File: config.mk
export PLATFORM = sky130hd
export DESIGN_NAME = frame_fill
export DESIGN_NICKNAME = d
export VERILOG_FILES = /design/src/rtl/frame_fill.sv
export SDC_FILE = /design/constraint.sdc
export NUM_CORES = 1
export LEC_CHECK = 0
export ABC_AREA = 1
export ABC_CLOCK_PERIOD_IN_PS = 3000
export BUFFER_PORTS_ARGS = -buffer_cell sky130_fd_sc_hd__clkbuf_2
export CAP_MARGIN = 15
export CORE_UTILIZATION = 40
export DETAILED_ROUTE_END_ITERATION = 16
export PLACE_DENSITY_LB_ADDON = 0.2
export REMOVE_ABC_BUFFERS = 1
export SLEW_MARGIN = 10
export SYNTH_ARGS = -nofsm -noshare
export SYNTH_HDL_FRONTEND = slang
export SYNTH_SLANG_ARGS = --single-unit
File: constraint.sdc
create_clock -name clk -period 3 [get_ports clk]
set_clock_uncertainty 0.15 [all_clocks]
set_input_delay 0.15 -clock clk [delete_from_list [all_inputs] [get_ports clk]]
set_output_delay 0.15 -clock clk [all_outputs]
set_load 0.05 [all_outputs]
File: src/rtl/frame_fill.sv
// rtl/frame_fill.sv - tile-map renderer that fills the back frame buffer one pixel per clk
module frame_fill #(
  parameter int          ROW_LEN   = 264,
  parameter int          NUM_ROWS  = 240,
  parameter int          MAP_COLS  = 33,
  parameter logic [15:0] PARK_ADDR = 16'hFFFF
) (
  input  logic        clk,
  input  logic        rst_n,
  input  logic        buf_sel,
  output logic [9:0]  map_addr,
  input  logic [7:0]  map_data,
  output logic [13:0] pat_addr,
  input  logic [7:0]  pat_data,
  output logic [15:0] addrWrite,
  output logic [7:0]  dataWrite,
  output logic        busy,
  output logic        frame_done
);

  localparam logic [7:0] X_LAST   = 8'(NUM_ROWS - 1);
  localparam logic [8:0] Y_LAST   = 9'(ROW_LEN - 1);
  localparam logic [9:0] MAP_STEP = 10'(MAP_COLS);

  typedef enum logic [1:0] {IDLE, RUN, DRAIN, DONE} state_t;

  state_t      state_q, state_d;
  logic        buf_sel_q;
  logic        toggle, abort;
  logic [7:0]  x_q, x_d;
  logic [8:0]  y_q, y_d;
  logic [15:0] lin_q, lin_d;
  logic [9:0]  row_q, row_d;    // (x>>3)*MAP_COLS, stepped instead of multiplied
  logic        drain_q, drain_d;

  // S1 / S2 pipeline registers
  logic        v1_q;
  logic [2:0]  x1_q, y1_q;
  logic [15:0] lin1_q;
  logic        v2_q;
  logic [15:0] addr_q;

  assign toggle     = buf_sel ^ buf_sel_q;
  assign busy       = (state_q == RUN) || (state_q == DRAIN);
  assign abort      = toggle && busy;
  assign frame_done = (state_q == DONE);
  assign map_addr   = row_q + {4'd0, y_q[8:3]};
  assign pat_addr   = v1_q ? {map_data, x1_q, y1_q} : 14'd0;
  assign addrWrite  = addr_q;
  assign dataWrite  = v2_q ? pat_data : 8'd0;

  // State, edge-detect and scan counters
  always_ff @(posedge clk) begin
    if (!rst_n) begin
      state_q   <= IDLE;
      buf_sel_q <= 1'b0;
      x_q       <= '0;
      y_q       <= '0;
      lin_q     <= '0;
      row_q     <= '0;
      drain_q   <= 1'b0;
    end else begin
      state_q   <= state_d;
      buf_sel_q <= buf_sel;
      x_q       <= x_d;
      y_q       <= y_d;
      lin_q     <= lin_d;
      row_q     <= row_d;
      drain_q   <= drain_d;
    end
  end

  // Next state and scan order; counters sit at zero outside RUN
  always_comb begin
    state_d = state_q;
    x_d     = x_q;
    y_d     = y_q;
    lin_d   = lin_q;
    row_d   = row_q;
    drain_d = drain_q;
    case (state_q)
      IDLE: begin
        if (toggle) state_d = RUN;
      end
      RUN: begin
        if (toggle || (x_q == X_LAST && y_q == Y_LAST)) begin
          x_d     = '0;
          y_d     = '0;
          lin_d   = '0;
          row_d   = '0;
          drain_d = 1'b0;
          state_d = toggle ? RUN : DRAIN;
        end else begin
          lin_d = lin_q + 16'd1;
          if (y_q == Y_LAST) begin
            y_d = '0;
            x_d = x_q + 8'd1;
            if (x_q[2:0] == 3'd7) row_d = row_q + MAP_STEP;
          end else begin
            y_d = y_q + 9'd1;
          end
        end
      end
      DRAIN: begin
        if (toggle)       state_d = RUN;
        else if (drain_q) state_d = DONE;
        else              drain_d = 1'b1;
      end
      DONE: begin
        state_d = toggle ? RUN : IDLE;
      end
      default: state_d = IDLE;
    endcase
  end

  // Two-stage pixel pipeline aligned with the two sync ROM reads; abort flushes it
  always_ff @(posedge clk) begin
    if (!rst_n) begin
      v1_q   <= 1'b0;
      x1_q   <= '0;
      y1_q   <= '0;
      lin1_q <= '0;
      v2_q   <= 1'b0;
      addr_q <= PARK_ADDR;
    end else begin
      v1_q   <= (state_q == RUN) && !abort;
      x1_q   <= x_q[2:0];
      y1_q   <= y_q[2:0];
      lin1_q <= lin_q;
      v2_q   <= v1_q && !abort;
      addr_q <= (v1_q && !abort) ? lin1_q : PARK_ADDR;
    end
  end

endmodule
==> out/results.txt <==
CTS tree - built
Leak Pwr - 2.53 nW
Ys Warns - 0
First drt pass iteration count - 5
Sw frac - 32.1%
Crit path capture type - primary output
Final TNS setup - 0 ns
Die width - 106 um
Sequential area share after synthesis - 40.4%
Worst-path maximum fanout - 6
Initial antenna violation count - 0
Combinational share of power - 14.7%
Die area - 0.0112 mm^2
FF-to-FF End - row_q[3]
Area of the multi-input gates - 0.00212 mm^2
Reg2reg path depth - 7
Tot GR Track Use - 17.2%
Clock power share - 34.1%
Synth area leaders - dfxtp_1, nand2_1, inv_1
Cell variety after synth - 39
R2r setup slk - 0.89 ns
Dpl ws - 0.553 ns
Layout area overhead - 15.4%
HP Class - input pin to flip-flop
Seq pwr share - 51.3%
Number of global-route vias before repair - 3,397
Hold Startpoint - rst_n
Synthesized cell area - 0.00431 mm^2
Final setup vio count - 0
Clock sink count - 87
Layout cells sized above 1 - 20.0%
Critical path class - flip-flop to primary output
Leading area contributor after synthesis - dfxtp_1
Setup ws final - 0.257 ns
DR WL/cell - 11.3 um
Global-route wire length before repair - 15,500 um
Worst Hold End - buf_sel_q
DRT iter0 DRCs - 143
Worst skew pair latency - 0.36 ns
Die Y - 106 um
Worst VDD drop - 0.242 mV
P_sw - 757 uW
Register area - 0.00174 mm^2
Flops & latches, synth - 87
PD cells - 474 mW/mm^2
DRC - 0
Bufs on Longest Clock Path - 2
Yosys top cell area share - 40.4%
Port buffer count - 68
Maxcap violations - 0
Worst path required time - 2.70 ns
Core area - 0.0104 mm^2
Hold Fails Final Rpt - 0
Slew at the pin closest to its max-slew limit - 0.690 ns
Slew Limit Fails - 0
WP data arrival - 2.44 ns
Syn Inst Count - 596
Post-synth EDFFs - 0
Number of cell rows - 37
Top post-synthesis cells by count - nand2_1, inv_1, dfxtp_1
RSZ-0062 raised after global routing - no
Worst setup SP type - flip-flop
Total number of vias - 3,729
Ys async rst share - 0%
GRT overflow - 0
Hold path depth - 3
I/O pins - 69
Most common cell in the synthesized netlist - nand2_1
Root Driver - clkbuf_8
N_diodes - 0
Final WL - 9080 um
Min cycle time layout - 2.74 ns
Status - completed
Num CTS Buffers - 9
HPWL Detailed - 6780 um
Setup bufs post-CTS - 0
GP Congestion - 0.864
Initial Util - 41.6%
Int Power - 1.60 mW
Slew HR - 54.0%
# fillers - 1,076
Vias per inst - 4.63
Top_reg_cell synth - dfxtp_1
Avg Cell Area, Syn - 7.23 um^2
Largest net degree at the start of global routing - 22
Worst-path clk slew - 0.09 ns
Reg-to-Reg Start - state_q[1]
Final ANT Viol Nets - 0
Tcrit/Tclk final - 91.4%
Fmax - 365 MHz
Nets@finish - 699
Htree depth - 3
[cell usage in the layout, fill, tap and decap left out, types with 2 or more instances in the layout]
cell type	n
or2_2	18
nor3_1	4
clkbuf_8	9
o22ai_1	5
nor2_1	52
xnor2_1	4
nand4_1	11
nor2_4	2
nand2_2	4
xor2_1	17
nor2_2	6
clkinv_8	2
inv_1	98
o21ai_0	12
buf_4	2
inv_2	3
o21bai_1	2
nand3_1	33
nand2_4	7
a21oi_1	18
inv_6	2
ha_1	15
nand3_2	4
nand2_1	163
clkbuf_2	68
a211oi_1	3
dfxtp_1	87
[state kept, by name, indices dropped and copies added (netlist names)]
signal     cells
y_q            9
drain_q        1
addrWrite     16
y1_q           3
x_q            8
v2_q           1
state_q        2
lin_q         16
v1_q           1
lin1_q        16
buf_sel_q      1
x1_q           3
row_q         10
[metrics by stage]
| step | utilization [%] | hold slack [ns] | power [mW] | cells | instance area [um^2] |
|---|---|---|---|---|---|
| after floorplan | - | 0.0935 | 1.48 | 582 | 4240 |
| after CTS | 48.0 | 0.137 | 2.39 | 805 | 4970 |
| after global placement | 45.9 | 0.215 | 1.58 | 788 | 4760 |
| after global routing | 48.0 | 0.172 | 2.47 | 805 | 4970 |
| after detailed placement | 45.9 | 0.230 | 1.58 | 788 | 4760 |
| final | 48.0 | 0.138 | 2.36 | 805 | 4970 |
[worst max-delay path: stages, from the launching register on]
cell and delay [ns]:
dfxtp_1 0.45, ha_1 0.22, inv_1 0.06, fa_1 0.42, o21ai_1 0.27, nand4_1 0.10
o21ai_0 0.12, xor2_1 0.17, clkbuf_2 0.29
[logic make-up (layout without fill, tap and decap cells)]
group	count (synthesis)	after routing	synth area share [%]
buffers and inverters	115	188	10.5
xor gates and xnor gates	21	21	4.27
AOI/OAI and AO/OA	48	48	6.62
and+or+nand+nor	309	309	33.4
adders and majority gates	16	16	4.82
DFF	87	87	40.4
[layout make-up]
cell class,count,share of cell area (%)
Clock buffer,9,2.49
Multi-Input combinational cell,394,42.5
Sequential cell,87,35.0
Tap cell,136,3.42
Clock inverter,7,1.56
Inverter,101,7.62
Timing Repair Buffer,71,7.35
[worst max-delay path by stage]
stage / slack, ns / endpoint / startpoint
final: 0.26 / map_addr[8] / row_q[0]
after global routing: 0.07 / map_addr[6] / row_q[0]
after CTS: 0.13 / map_addr[8] / row_q[0]
after detailed placement: 0.55 / map_addr[8] / row_q[0]
after global placement: 0.61 / map_addr[8] / row_q[0]
after floorplan: 0.42 / map_addr[8] / row_q[0]
[routing by layer]
metal	up-vias	global-route usage, %	routed length [um]	part of all wire (%)
met5	-	0	0	0
met4	0	7.04	72	0.79
met3	8	2.66	415	4.6
met2	93	28.3	4100	45
met1	1658	22.5	4500	49
li1	1970	-	-	-
[power groups by stage]
| stage | combinational [mW] | clock, mW | sequential (mW) |
|---|---|---|---|
| final | 0.346 | 0.803 | 1.21 |
| after floorplan | 0.203 | 0 | 1.28 |
| after detailed placement | 0.346 | 0 | 1.24 |
| after global placement | 0.342 | 0 | 1.23 |
| after CTS | 0.348 | 0.830 | 1.21 |
| after global routing | 0.375 | 0.882 | 1.21 |
[timing repair]
item,in CTS,in global routing
endpoints found under the setup margin,0,2
gates resized for setup,0,1
hold buffers,1,0
hold endpoints to repair,1,0
No activity file was read; power rests on OpenSTA's default activity.
